File: src/rtl/riscv_pkg.sv
// Shared RISC-V decode constants: major opcodes (inst[6:2]) and the immediate-format code.
package riscv_pkg;

    localparam logic [4:0] OPCODE_LOAD      = 5'b00000;
    localparam logic [4:0] OPCODE_OP_IMM    = 5'b00100;
    localparam logic [4:0] OPCODE_AUIPC     = 5'b00101;
    localparam logic [4:0] OPCODE_OP_IMM_32 = 5'b00110;
    localparam logic [4:0] OPCODE_STORE     = 5'b01000;
    localparam logic [4:0] OPCODE_OP        = 5'b01100;
    localparam logic [4:0] OPCODE_LUI       = 5'b01101;
    localparam logic [4:0] OPCODE_OP_32     = 5'b01110;
    localparam logic [4:0] OPCODE_BRANCH    = 5'b11000;
    localparam logic [4:0] OPCODE_JALR      = 5'b11001;
    localparam logic [4:0] OPCODE_JAL       = 5'b11011;
    localparam logic [4:0] OPCODE_SYSTEM    = 5'b11100;

    typedef enum logic [2:0] {
        FMT_I    = 3'd0,
        FMT_S    = 3'd1,
        FMT_B    = 3'd2,
        FMT_U    = 3'd3,
        FMT_J    = 3'd4,
        FMT_NONE = 3'd5,
        FMT_Z    = 3'd6
    } imm_fmt_e;

endpackage

File: src/rtl/imm_gen_pipe_if.sv
// Instruction-in / decoded-immediate-out stream bundle for imm_gen_pipe.
interface imm_gen_pipe_if #(parameter int XLEN = 32);

    logic            in_valid;
    logic            in_ready;
    logic [31:0]     in_inst;
    logic [XLEN-1:0] in_pc;
    logic            out_valid;
    logic            out_ready;
    logic [XLEN-1:0] out_imm;
    logic [2:0]      out_fmt;
    logic            out_illegal;
    logic [31:0]     out_inst;
    logic [XLEN-1:0] out_pc;

    modport master (
        output in_valid, in_inst, in_pc, out_ready,
        input  in_ready, out_valid, out_imm, out_fmt, out_illegal, out_inst, out_pc
    );

    modport slave (
        input  in_valid, in_inst, in_pc, out_ready,
        output in_ready, out_valid, out_imm, out_fmt, out_illegal, out_inst, out_pc
    );

endinterface

File: src/rtl/imm_decode.sv
// Combinational immediate decoder. Optional macro IMMGEN_CSR_ZIMM_EN enables
// CSR zimm / CSR-address decode of SYSTEM instructions.
module imm_decode
    import riscv_pkg::*;
#(
    parameter int XLEN = 32
) (
    input  logic [31:0]     inst,
    output logic [XLEN-1:0] imm,
    output imm_fmt_e        fmt,
    output logic            illegal
);

    logic signed [31:0] imm32;

    always_comb begin
        imm32   = '0;
        fmt     = FMT_NONE;
        illegal = 1'b0;
        case (inst[6:2])
            OPCODE_LOAD, OPCODE_OP_IMM, OPCODE_JALR: begin
                fmt   = FMT_I;
                imm32 = {{20{inst[31]}}, inst[31:20]};
            end
            OPCODE_OP_IMM_32: begin
                if (XLEN == 64) begin
                    fmt   = FMT_I;
                    imm32 = {{20{inst[31]}}, inst[31:20]};
                end else begin
                    illegal = 1'b1;
                end
            end
            OPCODE_STORE: begin
                fmt   = FMT_S;
                imm32 = {{20{inst[31]}}, inst[31:25], inst[11:7]};
            end
            OPCODE_BRANCH: begin
                fmt   = FMT_B;
                imm32 = {{19{inst[31]}}, inst[31], inst[7], inst[30:25], inst[11:8], 1'b0};
            end
            OPCODE_LUI, OPCODE_AUIPC: begin
                fmt   = FMT_U;
                imm32 = {inst[31:12], 12'b0};
            end
            OPCODE_JAL: begin
                fmt   = FMT_J;
                imm32 = {{11{inst[31]}}, inst[31], inst[19:12], inst[20], inst[30:21], 1'b0};
            end
            OPCODE_OP: ;
            OPCODE_OP_32: begin
                if (XLEN != 64) illegal = 1'b1;
            end
            OPCODE_SYSTEM: begin
`ifdef IMMGEN_CSR_ZIMM_EN
                // funct3[2] selects the immediate CSR forms
                if (inst[14]) begin
                    fmt   = FMT_Z;
                    imm32 = {27'b0, inst[19:15]};
                end else begin
                    fmt   = FMT_I;
                    imm32 = {{20{inst[31]}}, inst[31:20]};
                end
`endif
            end
            default: illegal = 1'b1;
        endcase
        if (inst[1:0] != 2'b11) begin
            illegal = 1'b1;
            fmt     = FMT_NONE;
            imm32   = '0;
        end
    end

    // signed cast sign-extends to XLEN
    assign imm = XLEN'(imm32);

endmodule

File: src/rtl/imm_gen_pipe.sv
// Registered immediate generator with a two-entry skid buffer, flush and a
// saturating illegal counter. Optional macro IMMGEN_CSR_ZIMM_EN (see imm_decode).
module imm_gen_pipe
    import riscv_pkg::*;
#(
    parameter int XLEN  = 32,
    parameter int CNT_W = 16
) (
    input  logic             clk,
    input  logic             rst,
    input  logic             flush,
    imm_gen_pipe_if.slave    bus,
    output logic [CNT_W-1:0] illegal_cnt
);

    logic [XLEN-1:0] dec_imm;
    imm_fmt_e        dec_fmt;
    logic            dec_ill;

    imm_decode #(.XLEN(XLEN)) u_dec (
        .inst    (bus.in_inst),
        .imm     (dec_imm),
        .fmt     (dec_fmt),
        .illegal (dec_ill)
    );

    logic            out_vld_q, out_vld_d, skid_vld_q, skid_vld_d;
    logic [XLEN-1:0] out_imm_q, out_imm_d, skid_imm_q, skid_imm_d;
    imm_fmt_e        out_fmt_q, out_fmt_d, skid_fmt_q, skid_fmt_d;
    logic            out_ill_q, out_ill_d, skid_ill_q, skid_ill_d;
    logic [31:0]     out_inst_q, out_inst_d, skid_inst_q, skid_inst_d;
    logic [XLEN-1:0] out_pc_q, out_pc_d, skid_pc_q, skid_pc_d;
    logic [CNT_W-1:0] cnt_q, cnt_d;
    logic            accept, drain;

    assign accept = bus.in_valid && !skid_vld_q;
    assign drain  = out_vld_q && bus.out_ready;

    always_comb begin
        out_vld_d   = out_vld_q;
        out_imm_d   = out_imm_q;
        out_fmt_d   = out_fmt_q;
        out_ill_d   = out_ill_q;
        out_inst_d  = out_inst_q;
        out_pc_d    = out_pc_q;
        skid_vld_d  = skid_vld_q;
        skid_imm_d  = skid_imm_q;
        skid_fmt_d  = skid_fmt_q;
        skid_ill_d  = skid_ill_q;
        skid_inst_d = skid_inst_q;
        skid_pc_d   = skid_pc_q;
        cnt_d       = cnt_q;

        if (flush) begin
            out_vld_d  = 1'b0;
            skid_vld_d = 1'b0;
        end else if (drain && skid_vld_q) begin
            // in_ready is low while the skid is full, so no accept can collide here
            out_imm_d  = skid_imm_q;
            out_fmt_d  = skid_fmt_q;
            out_ill_d  = skid_ill_q;
            out_inst_d = skid_inst_q;
            out_pc_d   = skid_pc_q;
            skid_vld_d = 1'b0;
        end else if (accept && (!out_vld_q || drain)) begin
            out_vld_d  = 1'b1;
            out_imm_d  = dec_imm;
            out_fmt_d  = dec_fmt;
            out_ill_d  = dec_ill;
            out_inst_d = bus.in_inst;
            out_pc_d   = bus.in_pc;
        end else if (accept) begin
            skid_vld_d  = 1'b1;
            skid_imm_d  = dec_imm;
            skid_fmt_d  = dec_fmt;
            skid_ill_d  = dec_ill;
            skid_inst_d = bus.in_inst;
            skid_pc_d   = bus.in_pc;
        end else if (drain) begin
            out_vld_d = 1'b0;
        end

        // counts completed handshakes, including one in a flush cycle
        if (drain && out_ill_q && (cnt_q != {CNT_W{1'b1}})) cnt_d = cnt_q + CNT_W'(1);
    end

    always_ff @(posedge clk or posedge rst) begin
        if (rst) begin
            out_vld_q   <= 1'b0;
            out_imm_q   <= '0;
            out_fmt_q   <= FMT_NONE;
            out_ill_q   <= 1'b0;
            out_inst_q  <= '0;
            out_pc_q    <= '0;
            skid_vld_q  <= 1'b0;
            skid_imm_q  <= '0;
            skid_fmt_q  <= FMT_NONE;
            skid_ill_q  <= 1'b0;
            skid_inst_q <= '0;
            skid_pc_q   <= '0;
            cnt_q       <= '0;
        end else begin
            out_vld_q   <= out_vld_d;
            out_imm_q   <= out_imm_d;
            out_fmt_q   <= out_fmt_d;
            out_ill_q   <= out_ill_d;
            out_inst_q  <= out_inst_d;
            out_pc_q    <= out_pc_d;
            skid_vld_q  <= skid_vld_d;
            skid_imm_q  <= skid_imm_d;
            skid_fmt_q  <= skid_fmt_d;
            skid_ill_q  <= skid_ill_d;
            skid_inst_q <= skid_inst_d;
            skid_pc_q   <= skid_pc_d;
            cnt_q       <= cnt_d;
        end
    end

    assign bus.in_ready    = !skid_vld_q;
    assign bus.out_valid   = out_vld_q;
    assign bus.out_imm     = out_imm_q;
    assign bus.out_fmt     = out_fmt_q;
    assign bus.out_illegal = out_ill_q;
    assign bus.out_inst    = out_inst_q;
    assign bus.out_pc      = out_pc_q;
    assign illegal_cnt     = cnt_q;

endmodule

File: src/flat_wrapper.sv
// flat-port wrapper written by rule: the top's interface ports become plain ports
module imm_gen_pipe_flat import riscv_pkg::*;
#(
    parameter int XLEN  = 32,
    parameter int CNT_W = 16
)
  (clk, rst, flush, illegal_cnt, bus_in_valid, bus_in_inst, bus_in_pc, bus_out_ready, bus_in_ready, bus_out_valid, bus_out_imm, bus_out_fmt, bus_out_illegal, bus_out_inst, bus_out_pc);
  imm_gen_pipe_if #(.XLEN(XLEN)) bus_i ();
  input  logic clk;
  input  logic rst;
  input  logic flush;
  output logic [CNT_W-1:0] illegal_cnt;
  input wire logic [$bits(bus_i.in_valid)-1:0] bus_in_valid;
  input wire logic [$bits(bus_i.in_inst)-1:0] bus_in_inst;
  input wire logic [$bits(bus_i.in_pc)-1:0] bus_in_pc;
  input wire logic [$bits(bus_i.out_ready)-1:0] bus_out_ready;
  output wire logic [$bits(bus_i.in_ready)-1:0] bus_in_ready;
  output wire logic [$bits(bus_i.out_valid)-1:0] bus_out_valid;
  output wire logic [$bits(bus_i.out_imm)-1:0] bus_out_imm;
  output wire logic [$bits(bus_i.out_fmt)-1:0] bus_out_fmt;
  output wire logic [$bits(bus_i.out_illegal)-1:0] bus_out_illegal;
  output wire logic [$bits(bus_i.out_inst)-1:0] bus_out_inst;
  output wire logic [$bits(bus_i.out_pc)-1:0] bus_out_pc;
  assign bus_i.in_valid = bus_in_valid;
  assign bus_i.in_inst = bus_in_inst;
  assign bus_i.in_pc = bus_in_pc;
  assign bus_i.out_ready = bus_out_ready;
  assign bus_in_ready = bus_i.in_ready;
  assign bus_out_valid = bus_i.out_valid;
  assign bus_out_imm = bus_i.out_imm;
  assign bus_out_fmt = bus_i.out_fmt;
  assign bus_out_illegal = bus_i.out_illegal;
  assign bus_out_inst = bus_i.out_inst;
  assign bus_out_pc = bus_i.out_pc;
  imm_gen_pipe #(.XLEN(XLEN), .CNT_W(CNT_W)) u_core (.clk(clk), .rst(rst), .flush(flush), .bus(bus_i), .illegal_cnt(illegal_cnt));
endmodule
File: config.mk
export PLATFORM = sky130hd
export DESIGN_NAME = imm_gen_pipe_flat
export DESIGN_NICKNAME = d
export VERILOG_FILES = /design/src/rtl/riscv_pkg.sv /design/src/rtl/imm_gen_pipe_if.sv /design/src/rtl/imm_decode.sv /design/src/rtl/imm_gen_pipe.sv /design/src/flat_wrapper.sv
export SDC_FILE = /design/constraint.sdc
export NUM_CORES = 1
export LEC_CHECK = 0
export BUFFER_PORTS_ARGS = -buffer_cell sky130_fd_sc_hd__buf_2
export CAP_MARGIN = 5
export CORE_MARGIN = 3
export CORE_UTILIZATION = 40
export CTS_CLUSTER_SIZE = 28
export DETAILED_ROUTE_END_ITERATION = 16
export REMOVE_ABC_BUFFERS = 1
export SYNTH_ARGS = -nofsm -noshare
export SYNTH_HDL_FRONTEND = slang
export SYNTH_SLANG_ARGS = --single-unit
File: constraint.sdc
create_clock -name clk -period 16.42 [get_ports clk]
set_input_delay 1.642 -clock clk [delete_from_list [all_inputs] [get_ports clk]]
set_output_delay 1.642 -clock clk [all_outputs]
set_load 0.01 [all_outputs]
Word level (Yosys, flattened, before mapping)
Index checks and enable logic that the tools add are counted.

Add/subtract/negate cells: 1. Equality and inequality tests: 14. Multiplexer cells: 25. Bitwise operators: 3. Reductions and logical operators: 20.

Operators by type and width (number): $mux W32 (7); $pmux W32 S5 (1); $eq A5 B5 Y1 const B (4); $add A16 B1 Y16 const B (1); $ne A16 B16 Y1 const B (1); $eq A5 B4 Y1 const B (3); $pmux W3 S5 (1); $mux W1 (13); $eq A5 B3 Y1 const B (2); $reduce_or A10 Y1 (1); $mux W3 (3); $logic_and A1 B1 Y1 (6); $reduce_bool A3 Y1 (2); $logic_not A5 Y1 (1); $ne A2 B2 Y1 const B (2); $reduce_and A2 Y1 (2); $reduce_and A4 Y1 (1); $ne A3 B2 Y1 const B (1); $ne A3 B3 Y1 const B (1); $not A1 Y1 (3); $reduce_and A3 Y1 (1); $reduce_or A3 Y1 (1); $logic_not A1 Y1 (2); $reduce_bool A2 Y1 (1); other kinds (2) (2).

Flip-flop bits (word level): 218. Output and inout port bits: 118. Logic and storage cells: 76.

Depth between registers and ports, before layout
Depth after elaboration: 6. Gate-level depth with buffers: 8. Mapped depth without buffers: 5.

Cells and area by module
A second synthesis with hierarchy kept.

Cells, all modules: 837. Area total of the unflattened synthesis: 10443.8 um^2.

Modules (own cells, without submodules): imm_gen_pipe (instances 1, cells an instance 731, area an instance 9801.9 um^2, seq. area each 5460.2 um^2); imm_decode (instances 1, cells an instance 106, area an instance 641.9 um^2, seq. area each 0.0 um^2).

Least setup slack after synthesis
OpenSTA, ideal clock, no wires.

Kind: in2reg. Start point: in bus_in_inst[5]. End point: reg u_core.out_fmt_q[2], in the netlist u_core.bus.out_fmt[2]. Arrival: 3.108 ns. Data required time: 16.343 ns. Path slack: 13.235 ns. Stages: 7. Path buffers: 2. Cells stage by stage: buf_2 mux2i_1 a211oi_2 nor3_1 buf_2 a221oi_1 a21o_1.

Cells in the longest elaborated chain, start to end: 6. Elaborated cells between the ends (all ways): 14. Classes of those cells: 7 x eq/ne; 4 x mux; 3 x reduce/logical.

RTL lines: from (decl) (line flat_wrapper.sv:14) `input wire logic [$bits(bus_i.in_inst)-1:0] bus_in_inst;`; $eq A5 B3 Y1 (tied with other cells) (line imm_decode.sv:20) `case (inst[6:2])`; $reduce_or A3 Y1 or $reduce_or A2 Y1 (tied branches) (line imm_decode.sv:20); $pmux W3 S5 * (line imm_decode.sv:20); $mux W3 * (line imm_decode.sv:67) `if (inst[1:0] != 2'b11) begin`; $mux W3 * (line imm_gen_pipe.sv:65) `end else if (accept && (!out_vld_q || drain)) begin`; $mux W3 * (line imm_gen_pipe.sv:57) `end else if (drain && skid_vld_q) begin`; to (signal assigned) (line imm_gen_pipe.sv:105) `out_fmt_q <= out_fmt_d;`; to (decl) (line imm_gen_pipe.sv:29) `imm_fmt_e out_fmt_q, out_fmt_d, skid_fmt_q, skid_fmt_d;`.

Every way passes the cells marked *; elsewhere a longest branch is shown, timed or not. The select of a mux whose other input is x is not followed. A chain may end at the register's enable or synchronous reset.

Worst setup path in the final report
Start point: in bus_out_ready. End point: reg u_core.out_pc_q[8], in the netlist u_core.bus.out_pc[8].

Cells in the longest elaborated chain, start to end: 5. Elaborated cells between the ends (all ways): 7. Classes of those cells: 1 x mux; 6 x reduce/logical.

RTL lines: from (decl) (line flat_wrapper.sv:16) `input wire logic [$bits(bus_i.out_ready)-1:0] bus_out_ready;`; $logic_and A1 B1 Y1 * (line imm_gen_pipe.sv:37) `assign drain = out_vld_q && bus.out_ready;`; $logic_or A1 B1 Y1 (line imm_gen_pipe.sv:65); $logic_and A1 B1 Y1 (line imm_gen_pipe.sv:65); $reduce_bool A2 Y1 (no source line); $reduce_and A2 Y1 (no source line); to (signal assigned) (line imm_gen_pipe.sv:108) `out_pc_q <= out_pc_d;`; to (decl) (line imm_gen_pipe.sv:32) `logic [XLEN-1:0] out_pc_q, out_pc_d, skid_pc_q, skid_pc_d;`.

Every way passes the cells marked *; elsewhere a longest branch is shown, timed or not.

==> flow_metrics.tcl <==
set metrics [dict create \
    p_leak_uw 0.005305 \
    multiInputGateArea_um2 3600 \
    cts_root_buf "clkbuf_16" \
    place_ws_ns 12.39 \
    crit_type "input port to flip-flop" \
    ys_types 51 \
    grt_pass1_vias 7464 \
    initial_core_util 0.4097 \
    wl_mm 23.67 \
    r2r_setup_slack_ns 13.58 \
    ioPinCount 187 \
    rows 55 \
    hp-class "flip-flop to flip-flop" \
    finalHoldViolations 0 \
    antenna_found_initial 1 \
    detailed_place_hpwl_mm 14.52 \
    fillers 2180 \
    place_congestion 0.7608 \
    synth_area_um2 9333 \
    hold_end "u_core.bus.out_fmt[0]" \
    seqCellArea_um2 5460 \
    viasPerCell 5.124 \
    clockBufferDepth 3 \
    clk_pin_slew_ns 0.06 \
    worstPathArrival_ns 3.93 \
    ir_worst_vdd_mv 0.07504 \
    diodes 0 \
    fin_tns_setup_ns 0 \
    postSynthCellCount 1005 \
    cts_hold_buf 0 \
    drv_cap 0 \
    syn_avg_cell_area_um2 9.286 \
    crit_path_start_kind "input port" \
    core_um2 22780 \
    synth_edf_count 0 \
    fin_crit_sh 0.2144 \
    clock-sinks 218 \
    setup_viol 0 \
    io_buffers 186 \
    clock_latency_ns 0.51 \
    grt_pass1_wl_mm 39.66 \
    cts_tree "done" \
    dieArea_um2 25200 \
    worst_slack_ns 12.90 \
    reg2regPathDepth 6 \
    grt-ovfl-total 0 \
    synth-seq-cells 218 \
    grtUsageTotal 0.1870 \
    rr_startpoint "u_core.bus.out_valid" \
    power.total_uw 1462 \
    dr.first_iter.drc_count 490 \
    cp.required_ns 16.83 \
    yosysWarnings 0 \
    finClkSkew_ns 0.01721 \
    pwr_density_cell_nw_per_um2 129.2 \
    rsz0062_at_grt "false" \
    wl_per_cell_um 15.92 \
    finalNetCount 1226 \
    cts_resized 0 \
    die_h_um 158.7 \
    maxSlewViolCount 0 \
    detail-route-antenna-nets 0 \
    die_w_um 158.7 \
    hp-start "u_core.bus.out_fmt[0]" \
    area_delta_synth_final_pct 21.28 \
    post_cts_buffers 0 \
    cts_buffers 25 \
    vias 7619 \
    critical_path.max_fanout 97 \
    grt_max_degree 145 \
    synth_ff_type "dfrtp_1" \
    timing.hold.worst_path_depth 2 \
    worst_pin_slew_ns 1.024 \
    async_flop_share 1.000 \
    timing.rr.end "u_core.bus.out_pc[8]" \
    endpoint_kind "flip-flop" \
    remaining_drc_errors 0 \
    drive_gt1_frac 0.2240 \
    max_freq_mhz 284.1 \
    htree_levels 1 \
    period_needed_ns 3.520 \
    status "complete, no violations" \
    maxSlewHeadroom 0.3172 \
    ys_seq_area_frac 0.5851 \
    drtPass1Iterations 4 \
]
## metal layers
| layer | global-route usage | up-vias | routed length (um) |
|---|---|---|---|
| li1 | - | 3748 | - |
| met1 | 0.2749 | 3648 | 11390 |
| met2 | 0.2944 | 194 | 10690 |
| met3 | 0.03183 | 27 | 1282 |
| met4 | 0.03701 | 2 | 292 |
| met5 | 0 | - | 13 |
## state kept, by name, indices dropped and copies added, names as in the netlist
signal,count
u_core.bus.out_fmt,3
u_core.bus.out_illegal,1
u_core.bus.out_imm,32
u_core.bus.out_inst,32
u_core.bus.out_pc,32
u_core.bus.out_valid,1
u_core.illegal_cnt,16
u_core.skid_fmt_q,3
u_core.skid_ill_q,1
u_core.skid_imm_q,32
u_core.skid_inst_q,32
u_core.skid_pc_q,32
u_core.skid_vld_q,1
## layout make-up
cell class                      count  share of cell area
Tap cell                          313             0.03460
Sequential cell                   218              0.4824
Timing Repair Buffer              194             0.08755
Clock inverter                      6            0.005085
Clock buffer                       39             0.06964
Multi-Input combinational cell    711              0.3180
Inverter                            6            0.002653
## worst max-delay path, stage by stage
cell      delay, ns
buf_2          0.16
nor2b_1        0.10
a211oi_4       0.20
buf_4          0.58
buf_4          0.85
nor2_1         0.10
a31oi_1        0.18
## how the worst max path moves through the flow
stage	start	endpoint	slack, ns	cells past startpoint
after floorplan	bus_in_valid	u_core.bus.out_illegal	8.65	4
after global placement	bus_out_ready	u_core.bus.out_pc[18]	12.45	6
after detailed placement	bus_out_ready	u_core.bus.out_pc[8]	12.39	7
after CTS	bus_out_ready	u_core.bus.out_pc[8]	12.92	7
after global routing	bus_out_ready	u_core.bus.out_pc[20]	12.65	7
final	bus_out_ready	u_core.bus.out_pc[8]	12.90	7
## kinds of logic (layout without fill, tap and decap cells)
| family | Yosys count | in the layout | synth area share |
|---|---|---|---|
| flops | 218 | 218 | 0.5851 |
| mux | 2 | 2 | 0.002279 |
| compound gates | 249 | 249 | 0.1676 |
| simple gates | 446 | 446 | 0.1987 |
| buf+inv | 76 | 245 | 0.03285 |
| xor+xnor | 13 | 13 | 0.01220 |
| fa+ha+maj | 1 | 1 | 0.001340 |
## cell usage after synthesis, types with 4 or more instances
library cell    n  area [um2]
clkbuf_1       63       236.5
o211ai_1        7       52.55
o21ai_2         9       78.83
o21ai_0        80       400.4
nand3_1        16       80.08
nand2_1       269        1010
xor2_1          4       35.03
a21oi_1        37       185.2
a31oi_1        66       412.9
nor3_1          4       20.02
nand4_1         4       25.02
dfrtp_1       214        5355
inv_1           6       22.52
dfstp_2         4       105.1
nor2b_1         4       25.02
a221oi_1       20       175.2
xnor2_1         9       78.83
and3_1          4       25.02
buf_2           5       25.02
nand2b_1       11       68.82
a22o_1         17       148.9
nor2_1        115       431.7
## where the power goes
part           internal [uW]  total, uW  switching, uW  leakage, uW
clock                    343        556            213     0.000421
sequential               630        683           52.7      0.00270
combinational           89.5        223            133      0.00219
## cells in the final DEF, fill, tap and decap left out, types with 3 or more instances in the layout
cell,n
o21ai_0,80
clkbuf_8,11
xnor2_1,9
buf_2,186
clkbuf_16,25
a21oi_1,37
nand2b_1,11
buf_4,8
dfrtp_1,214
nand4_1,4
nor2_1,115
dfstp_2,4
inv_1,5
nand3_1,15
nor2b_1,4
a22o_1,17
nand2_1,269
xor2_1,4
a221oi_1,20
clkinv_2,4
a31oi_1,66
clkbuf_1,3
o211ai_1,7
nor3_1,3
and3_1,3
o21ai_2,9
## per-stage QoR
stage          hold WS [ns]  std cells  area [um2]  utilization
2_1_floorplan        0.4488        935        9049            -
3_3_place_gp         0.4611       1442       10470       0.4598
3_5_place_dp         0.4660       1442       10470       0.4598
4_1_cts              0.4797       1487       11320       0.4969
5_1_grt              0.4934       1487       11320       0.4969
6_report             0.4745       1487       11320       0.4969
Power figures use the tool's default switching activity.
